[config.mk]
export PLATFORM = sky130hd
export DESIGN_NAME = pipe_hazard_ctrl
export DESIGN_NICKNAME = d
export VERILOG_FILES = /design/src/rtl/pipe_hazard_ctrl_pkg.sv /design/src/rtl/pipe_hazard_ctrl_fwd_sel.sv /design/src/rtl/pipe_hazard_ctrl.sv
export SDC_FILE = /design/constraint.sdc
export NUM_CORES = 1
export LEC_CHECK = 0
export CELL_PAD_IN_SITES_DETAIL_PLACEMENT = 0
export CELL_PAD_IN_SITES_GLOBAL_PLACEMENT = 1
export CORE_ASPECT_RATIO = 1.75
export CORE_MARGIN = 5
export CORE_UTILIZATION = 32
export CTS_CLUSTER_DIAMETER = 200
export DETAILED_ROUTE_END_ITERATION = 6
export HOLD_SLACK_MARGIN = 0.1
export PLACE_DENSITY_LB_ADDON = 0.15
export SETUP_SLACK_MARGIN = 0.4
export SYNTH_ARGS = -nofsm -noshare
export SYNTH_HDL_FRONTEND = slang
export SYNTH_SLANG_ARGS = --single-unit
[constraint.sdc]
create_clock -name i_clk -period 2.9 [get_ports i_clk]
set_input_delay 0.87 -clock i_clk [delete_from_list [all_inputs] [get_ports i_clk]]
set_output_delay 0.87 -clock i_clk [all_outputs]
set_load 0.02 [all_outputs]
[src/rtl/pipe_hazard_ctrl_pkg.sv]
// Shared register, operand-select and FSM codes for the decode/execute hazard controller.
// Pure definitions: no logic, no latency, no flow control.
package pipe_hazard_ctrl_pkg;

  localparam int REG_ADDR_BUS = 5;
  localparam logic [REG_ADDR_BUS-1:0] REG_ZERO = '0;

  localparam logic [2:0] LSEL_REG = 3'd0;
  localparam logic [2:0] LSEL_EX  = 3'd1;
  localparam logic [2:0] LSEL_MEM = 3'd2;

  typedef enum logic [1:0] {
    HZ_RUN      = 2'd0,
    HZ_LU_STALL = 2'd1,
    HZ_EX_WAIT  = 2'd2
  } hz_state_t;

endpackage

[src/rtl/pipe_hazard_ctrl_fwd_sel.sv]
// Per-operand forwarding select and load-use match against the EX/MEM trackers.
// Combinational, 0 cycles; no backpressure of its own.
module hazard_fwd_sel
  import pipe_hazard_ctrl_pkg::*;
#(
  parameter int REG_AW = REG_ADDR_BUS
) (
  input  logic              rd_en,
  input  logic [REG_AW-1:0] rd_addr,
  input  logic              ex_vld,
  input  logic [REG_AW-1:0] ex_dest,
  input  logic              ex_load,
  input  logic              mem_vld,
  input  logic [REG_AW-1:0] mem_dest,
  output logic [2:0]        sel,
  output logic              lu_match
);

  logic live, ex_hit, mem_hit;

  // r0 is hardwired, so a read of it never matches any producer
  assign live    = rd_en && (rd_addr != REG_AW'(REG_ZERO));
  assign ex_hit  = live && ex_vld  && (rd_addr == ex_dest);
  assign mem_hit = live && mem_vld && (rd_addr == mem_dest);

  always_comb begin
    sel = LSEL_REG;
    if (ex_hit && !ex_load) sel = LSEL_EX;
    else if (mem_hit)       sel = LSEL_MEM;
  end

  assign lu_match = ex_hit && ex_load;

endmodule

[src/rtl/pipe_hazard_ctrl.sv]
// Decode/execute hazard controller: 0-cycle Mealy stall/bubble/forward selects; IF/ID held on load-use and busy EX.
// Optional saturating stall counters exist only when HAZARD_STALL_CNT_EN is defined.
module pipe_hazard_ctrl
  import pipe_hazard_ctrl_pkg::*;
#(
  parameter int REG_AW = REG_ADDR_BUS
`ifdef HAZARD_STALL_CNT_EN
  , parameter int CNT_W = 32
`endif
) (
  input  logic              i_clk,
  input  logic              i_rst_n,
  input  logic              i_idValid,
  input  logic              i_readEnableLeft,
  input  logic [REG_AW-1:0] i_readAddrLeft,
  input  logic              i_readEnableRight,
  input  logic [REG_AW-1:0] i_readAddrRight,
  input  logic [REG_AW-1:0] i_dest,
  input  logic              i_isLoad,
  input  logic              i_exBusy,
  input  logic              i_flush,
  output logic              o_stallIF,
  output logic              o_stallID,
  output logic              o_bubbleEX,
  output logic [2:0]        o_selLeft,
  output logic [2:0]        o_selRight
`ifdef HAZARD_STALL_CNT_EN
  , output logic [CNT_W-1:0] o_luStallCnt,
  output logic [CNT_W-1:0]   o_busyStallCnt
`endif
);

  hz_state_t         state, cur;
  logic              ex_vld, ex_load, mem_vld;
  logic [REG_AW-1:0] ex_dest, mem_dest;
  logic              flush_held, flush_eff;
  logic              lu_left, lu_right, load_use;

  hazard_fwd_sel #(.REG_AW(REG_AW)) u_sel_left (
    .rd_en(i_readEnableLeft), .rd_addr(i_readAddrLeft),
    .ex_vld(ex_vld), .ex_dest(ex_dest), .ex_load(ex_load),
    .mem_vld(mem_vld), .mem_dest(mem_dest),
    .sel(o_selLeft), .lu_match(lu_left)
  );

  hazard_fwd_sel #(.REG_AW(REG_AW)) u_sel_right (
    .rd_en(i_readEnableRight), .rd_addr(i_readAddrRight),
    .ex_vld(ex_vld), .ex_dest(ex_dest), .ex_load(ex_load),
    .mem_vld(mem_vld), .mem_dest(mem_dest),
    .sel(o_selRight), .lu_match(lu_right)
  );

  // A flush seen while ID is held is remembered and applied when ID finally advances
  assign flush_eff = i_flush || flush_held;
  assign load_use  = i_idValid && (lu_left || lu_right);

  // cur is the state this cycle actually behaves as; a busy EX outranks load-use, a flush cancels it
  always_comb begin
    cur = HZ_RUN;
    if (i_exBusy)
      cur = HZ_EX_WAIT;
    else if (load_use && !flush_eff && state != HZ_LU_STALL)
      cur = HZ_LU_STALL;
  end

  assign o_stallIF  = (cur != HZ_RUN);
  assign o_stallID  = (cur != HZ_RUN);
  assign o_bubbleEX = (cur == HZ_LU_STALL) || (cur == HZ_RUN && flush_eff && i_idValid);

  always_ff @(posedge i_clk or negedge i_rst_n) begin
    if (!i_rst_n) begin
      state      <= HZ_RUN;
      ex_vld     <= 1'b0;
      ex_dest    <= '0;
      ex_load    <= 1'b0;
      mem_vld    <= 1'b0;
      mem_dest   <= '0;
      flush_held <= 1'b0;
    end else begin
      state <= cur;
      case (cur)
        HZ_EX_WAIT: begin
          mem_vld    <= 1'b0;
          flush_held <= flush_eff;
        end
        HZ_LU_STALL: begin
          ex_vld   <= 1'b0;
          mem_vld  <= ex_vld;
          mem_dest <= ex_dest;
        end
        default: begin
          ex_vld     <= i_idValid && !flush_eff;
          ex_dest    <= i_dest;
          ex_load    <= i_isLoad;
          mem_vld    <= ex_vld;
          mem_dest   <= ex_dest;
          flush_held <= 1'b0;
        end
      endcase
    end
  end

`ifdef HAZARD_STALL_CNT_EN
  always_ff @(posedge i_clk or negedge i_rst_n) begin
    if (!i_rst_n) begin
      o_luStallCnt   <= '0;
      o_busyStallCnt <= '0;
    end else begin
      if (cur == HZ_LU_STALL && o_luStallCnt != '1)
        o_luStallCnt <= o_luStallCnt + CNT_W'(1);
      if (cur == HZ_EX_WAIT && o_busyStallCnt != '1)
        o_busyStallCnt <= o_busyStallCnt + CNT_W'(1);
    end
  end
`endif

endmodule

# After elaboration in Yosys (flattened, before gate mapping)
# Index checks and enable logic that the tools add are counted.
classes:
  n_addsub: 0
  mul: 0
  div: 0
  n_lt_le_gt_ge: 0
  eq_ne: 7
  shift: 0
  mux: 9
  n_bitwise: 0
  reduce_logical: 30
op_table:
  columns: ["operator", "count"]
  rows:
  - ["equality test 5 bit", 4]
  - ["logical AND 1 bit", 20]
  - ["nonzero test 5 bit", 2]
  - ["2-to-1 mux 2 bit", 3]
  - ["2-to-1 mux 3 bit", 2]
  - ["one-hot mux 1 bit (2 select lines)", 2]
  - ["logical OR 1 bit", 3]
  - ["equality test 2 x 1 -> 1 bit, second input constant", 1]
  - ["equality test 2 bit, second input constant", 1]
  - ["logical NOT 1 bit", 2]
  - ["logical NOT 2 bit", 1]
  - ["2-to-1 mux 1 bit", 2]
  - ["inequality test 2 x 1 -> 1 bit, second input constant", 1]
  - ["nonzero test 2 bit", 1]
  - ["OR reduction 2 bit", 1]
word_totals:
  regBits: 16
  latch_bits: 0
  mem_bits_rw: 0
  rom_bits: 0
  in_bits: 23
  output_inout_bits: 9
  n_memories: 0

# Depth between registers and ports, before layout
depth:
  depth_word: 15
  mapped_depth: 6
  mapped_depth_nobuf: 5

# Modules after synthesis
# Synthesis repeated with hierarchy kept, for this count alone.
hier_totals:
  cells_unflattened: 94
  hier_area_um2: 1052.3
by_module_without_submodules:
  columns: ["module", "n_inst", "cells_each", "area_each_um2", "seq_area_each_um2"]
  rows:
  - ["pipe_hazard_ctrl", 1, 44, 669.4, 400.4]
  - ["hazard_fwd_sel", 2, 25, 191.4, 0.0]

# Worst setup path before layout
# No wires, ideal clock.
synth_timing:
  kind: "in2out"
  from: "input port i_readAddrLeft[2]"
  to: "output port o_stallIF"
  t_arrival_ns: 2.226
  required_time_ns: 2.030
  path_slack_ns: -0.196
  path_stages: 6
  cell_sequence: "or4_4 o21ai_4 nor3_2 o21ai_4 nand2b_1 buf_4"
synth_between:
  elab_chain_len: 12
synth_lines:
  columns: ["element", "line", "rtl"]
  rows:
  - ["start, declared", "pipe_hazard_ctrl.sv:15", "input logic [REG_AW-1:0] i_readAddrLeft,"]
  - ["nonzero test 5 bit", "pipe_hazard_ctrl_fwd_sel.sv:22", "assign live = rd_en && (rd_addr != REG_AW'(REG_ZERO));"]
  - ["logical AND 1 bit", "pipe_hazard_ctrl_fwd_sel.sv:22", null]
  - ["logical AND 1 bit", "pipe_hazard_ctrl_fwd_sel.sv:23", "assign ex_hit = live && ex_vld && (rd_addr == ex_dest);"]
  - ["logical AND 1 bit (*)", "pipe_hazard_ctrl_fwd_sel.sv:23", null]
  - ["logical AND 1 bit (*)", "pipe_hazard_ctrl_fwd_sel.sv:32", "assign lu_match = ex_hit && ex_load;"]
  - ["logical OR 1 bit (*)", "pipe_hazard_ctrl.sv:55", "assign load_use = i_idValid && (lu_left || lu_right);"]
  - ["logical AND 1 bit (*)", "pipe_hazard_ctrl.sv:55", null]
  - ["logical AND 1 bit (*) (2 in a row)", "pipe_hazard_ctrl.sv:62", "else if (load_use && !flush_eff && state != HZ_LU_STALL)"]
  - ["2-to-1 mux 1 bit (*)", "pipe_hazard_ctrl.sv:62", null]
  - ["2-to-1 mux 2 bit (*)", "pipe_hazard_ctrl.sv:60", "if (i_exBusy)"]
  - ["nonzero test 2 bit (*)", null, null]
  - ["end, declared", "pipe_hazard_ctrl.sv:22", "output logic o_stallIF,"]
# Every way passes the cells marked *; elsewhere a longest branch is shown, timed or not.

# Worst setup path in the final report
layout_timing:
  from: "input port i_readAddrRight[2]"
  to: "output port o_bubbleEX"
layout_between:
  elab_chain_len: 15
layout_lines:
  columns: ["element", "line", "rtl"]
  rows:
  - ["start, declared", "pipe_hazard_ctrl.sv:17", "input logic [REG_AW-1:0] i_readAddrRight,"]
  - ["nonzero test 5 bit", "pipe_hazard_ctrl_fwd_sel.sv:22", null]
  - ["logical AND 1 bit", "pipe_hazard_ctrl_fwd_sel.sv:22", null]
  - ["logical AND 1 bit", "pipe_hazard_ctrl_fwd_sel.sv:23", null]
  - ["logical AND 1 bit (*)", "pipe_hazard_ctrl_fwd_sel.sv:23", null]
  - ["logical AND 1 bit (*)", "pipe_hazard_ctrl_fwd_sel.sv:32", null]
  - ["logical OR 1 bit (*)", "pipe_hazard_ctrl.sv:55", null]
  - ["logical AND 1 bit (*)", "pipe_hazard_ctrl.sv:55", null]
  - ["logical AND 1 bit (*) (2 in a row)", "pipe_hazard_ctrl.sv:62", null]
  - ["2-to-1 mux 1 bit (*)", "pipe_hazard_ctrl.sv:62", null]
  - ["2-to-1 mux 2 bit (*)", "pipe_hazard_ctrl.sv:60", null]
  - ["logical NOT 2 bit", "pipe_hazard_ctrl.sv:68", "assign o_bubbleEX = (cur == HZ_LU_STALL) || (cur == HZ_RUN && flush_eff && i_idValid);"]
  - ["logical AND 1 bit (2 in a row)", "pipe_hazard_ctrl.sv:68", null]
  - ["logical OR 1 bit (*)", "pipe_hazard_ctrl.sv:68", null]
  - ["end, declared", "pipe_hazard_ctrl.sv:24", "output logic o_bubbleEX,"]
# Marked as above.

==> results.tsv <==
metric	value	unit
wl_met2	1847	um
setup_viol	7	
cts.clk_slew.worst_paths	0.06	ns
finalClockSkew	0.005299	ns
final_area	1821	um2
critical_path.slowest_cell	or4_4	
rr_startpoint	ex_dest[1]	
grt_max_degree	21	
routabilityCongestion	0.6980	
grt_pass1_wl	5202	um
fmax	321.2	MHz
num_vias	1070	
overflow	0	
cp_common_cell	o21ai_4	
start_util	32.96	%
slowest_delay	0.55	ns
status	finished, violations left	
cts_max_path_buffers	2	
required	2.03	ns
critPathLaunch	i_readAddrRight[2]	
fin_nets	197	
tightest_slew	0.7672	ns
leakage	0.7818	nW
drive_gt1_share	47.40	%
cp-start-kind	input port	
hold_viol	0	
dr_wl_met3	145	um
violations	negative setup slack	
regToRegSetupSlack	1.07	ns
worstPathMaxFanout	3	
antenna_found_initial	0	
r2r_cells	8	
drt-vias-per-instance	4.908	
place_hpwl	2543	um
min_from	ex_vld	
setup_tns	-0.9047	ns
fp.dieW	54.49	um
ys_types	28	
synth-seq-cells	16	
highest_layer	met4	
arrival	2.24	ns
slew_violations	0	
ir_drop	0.0002426	V
clock_latency	0.25	ns
drtPass1Iterations	4	
placement.io_buffers	29	
cts_buffers	3	
ys.warnings.count	0	
cts.htree.levels	1	
syn_inst	111	
antenna_cells	0	
grt_pass1_vias	1129	
relSlewSlack	48.69	%
antenna_left	0	
rows	28	
final_cell_mix	buf_4 (32), dfrtp_1 (16), buf_6 (13)	
avgSynthCellArea	9.987	um2
drcViolationCount	0	
setup_ws	-0.2136	ns
hp-class	reg2reg	
criticalPathCategory	in2out	
die_h	87.86	um
crit_path_cell_trace	buf_6 > or4_4 > o21ai_4 > nor3_4 > o21ai_4 > a21oi_2 > buf_4	
place_area	1645	um2
holdPathEnd	ex_vld	
maxCapViolCount	0	
wl	3229	um
area_delta_synth_final	64.22	%
yosysSeqAreaShare	36.12	%
fill_cells	326	
routedLengthMet1	1187	um
dieArea	4787	um2
cts_root_buf	clkbuf_8	
hold_depth	1	
syn_area	1109	um2
grt_usage	14.93	%
power_density	375.4	nW/um2
layout_commonest_cell	buf_4	
clock-sinks	16	
r2r_end	ex_vld	
cts_tree	done	
min_period_over_period	107.4	%
endpoint_kind	output port	
io-pin-count	32	
fin_crit	3.114	ns
wl_per_cell	14.81	um
core_area	3363	um2
rsz0062_at_grt	true	
drt_iter0_drc	31	
[report_power, final]
part | internal, mW | leakage [nW] | switching (mW)
registers | 0.246 | 0.189 | 0.0264
logic | 0.122 | 0.564 | 0.0873
clock network | 0.121 | 0.0288 | 0.0809
total | 0.489 | 0.782 | 0.195
[logic make-up after synthesis]
group | count (synthesis) | synth area share (%)
AND/OR/NAND/NOR | 43 | 23.36
buffers and inverters | 8 | 5.079
multiplexers | 6 | 5.982
AO/OA/AOI/OAI | 17 | 13.32
flip-flops | 16 | 36.12
other | 1 | 0.3383
XOR/XNOR | 20 | 15.80
[repair_timing]
| action | CTS | global route |
|---|---|---|
| setup buffers | 8 | 0 |
| resized for setup | 94 | 6 |
| hold buffers | 0 | 0 |
| setup endpoints to repair | 12 | 7 |
| pin swaps | 17 | 4 |
[worst max-delay path by stage]
stage	endpoint	slack, ns	depth (start not counted)
6_report	o_bubbleEX	-0.21	7
5_1_grt	o_bubbleEX	-0.25	7
4_1_cts	o_bubbleEX	-0.22	7
3_5_place_dp	o_selRight[0]	-1.06	7
3_3_place_gp	o_selRight[0]	-1.08	7
2_1_floorplan	o_stallIF	-0.12	6
[state kept, by name, indices dropped and copies added, names as in the netlist]
signal	flops
mem_dest	5
flush_held	1
mem_vld	1
state	2
ex_vld	1
ex_dest	5
ex_load	1
[layer usage]
| layer | track usage (%) | vias to the layer above |
|---|---|---|
| met4 | 5.442 | 0 |
| met3 | 2.215 | 5 |
| met2 | 28.03 | 33 |
| li1 | - | 513 |
| met5 | 0 | - |
| met1 | 15.87 | 519 |
[critical path: cells and delay by family]
kind / cells / cell delay [ns]
AOI/OAI and AO/OA: 3 / 0.49
buffers and inverters: 2 / 0.25
and+or+nand+nor: 2 / 0.63
[cell type report]
cell class	count	area, um2	share of cell area (%)
Tap cell	45	56.30	3.093
Multi-Input combinational cell	88	752.0	41.31
Clock buffer	4	55.05	3.024
Timing Repair Buffer	64	553.0	30.38
Sequential cell	16	400.4	21.99
Inverter	1	3.754	0.2062
[per-stage QoR]
| stage | setup slack, ns | power, mW | utilization, % | instances | hold slack [ns] |
|---|---|---|---|---|---|
| CTS | -0.2232 | 0.6870 | 53.53 | 218 | 0.5730 |
| finish | -0.2136 | 0.6834 | 54.13 | 218 | 0.5774 |
| floorplan | -0.1246 | 0.3687 | - | 112 | 0.4909 |
| global placement | -1.082 | 0.4663 | 48.92 | 206 | 0.5461 |
| detailed placement | -1.062 | 0.4690 | 48.92 | 206 | 0.5577 |
| global route | -0.2475 | 0.7188 | 54.13 | 218 | 0.5918 |
[synthesized netlist by cell type]
cell type	number	area share [%]
a22o_1	1	0.79
xnor2_1	12	9.5
o21ai_0	2	0.90
or4_4	2	2.0
dfrtp_1	16	36
conb_1	1	0.34
nor2_1	4	1.4
a21oi_1	1	0.45
nor2_2	2	1.1
or2_2	1	0.56
nand3_1	12	5.4
o21ai_4	3	4.4
nand4_1	2	1.1
o211ai_1	5	3.4
nand2_1	4	1.4
inv_1	1	0.34
xor2_1	8	6.3
buf_6	2	2.0
nand2b_1	1	0.56
a22oi_1	5	3.4
nor2b_1	7	4.0
nor3_2	4	3.6
mux2_2	5	5.1
mux2i_1	1	0.90
or3_1	2	1.1
nor4_1	2	1.1
buf_4	3	2.0
buf_1	2	0.68
(Power assumes the default switching activity.)
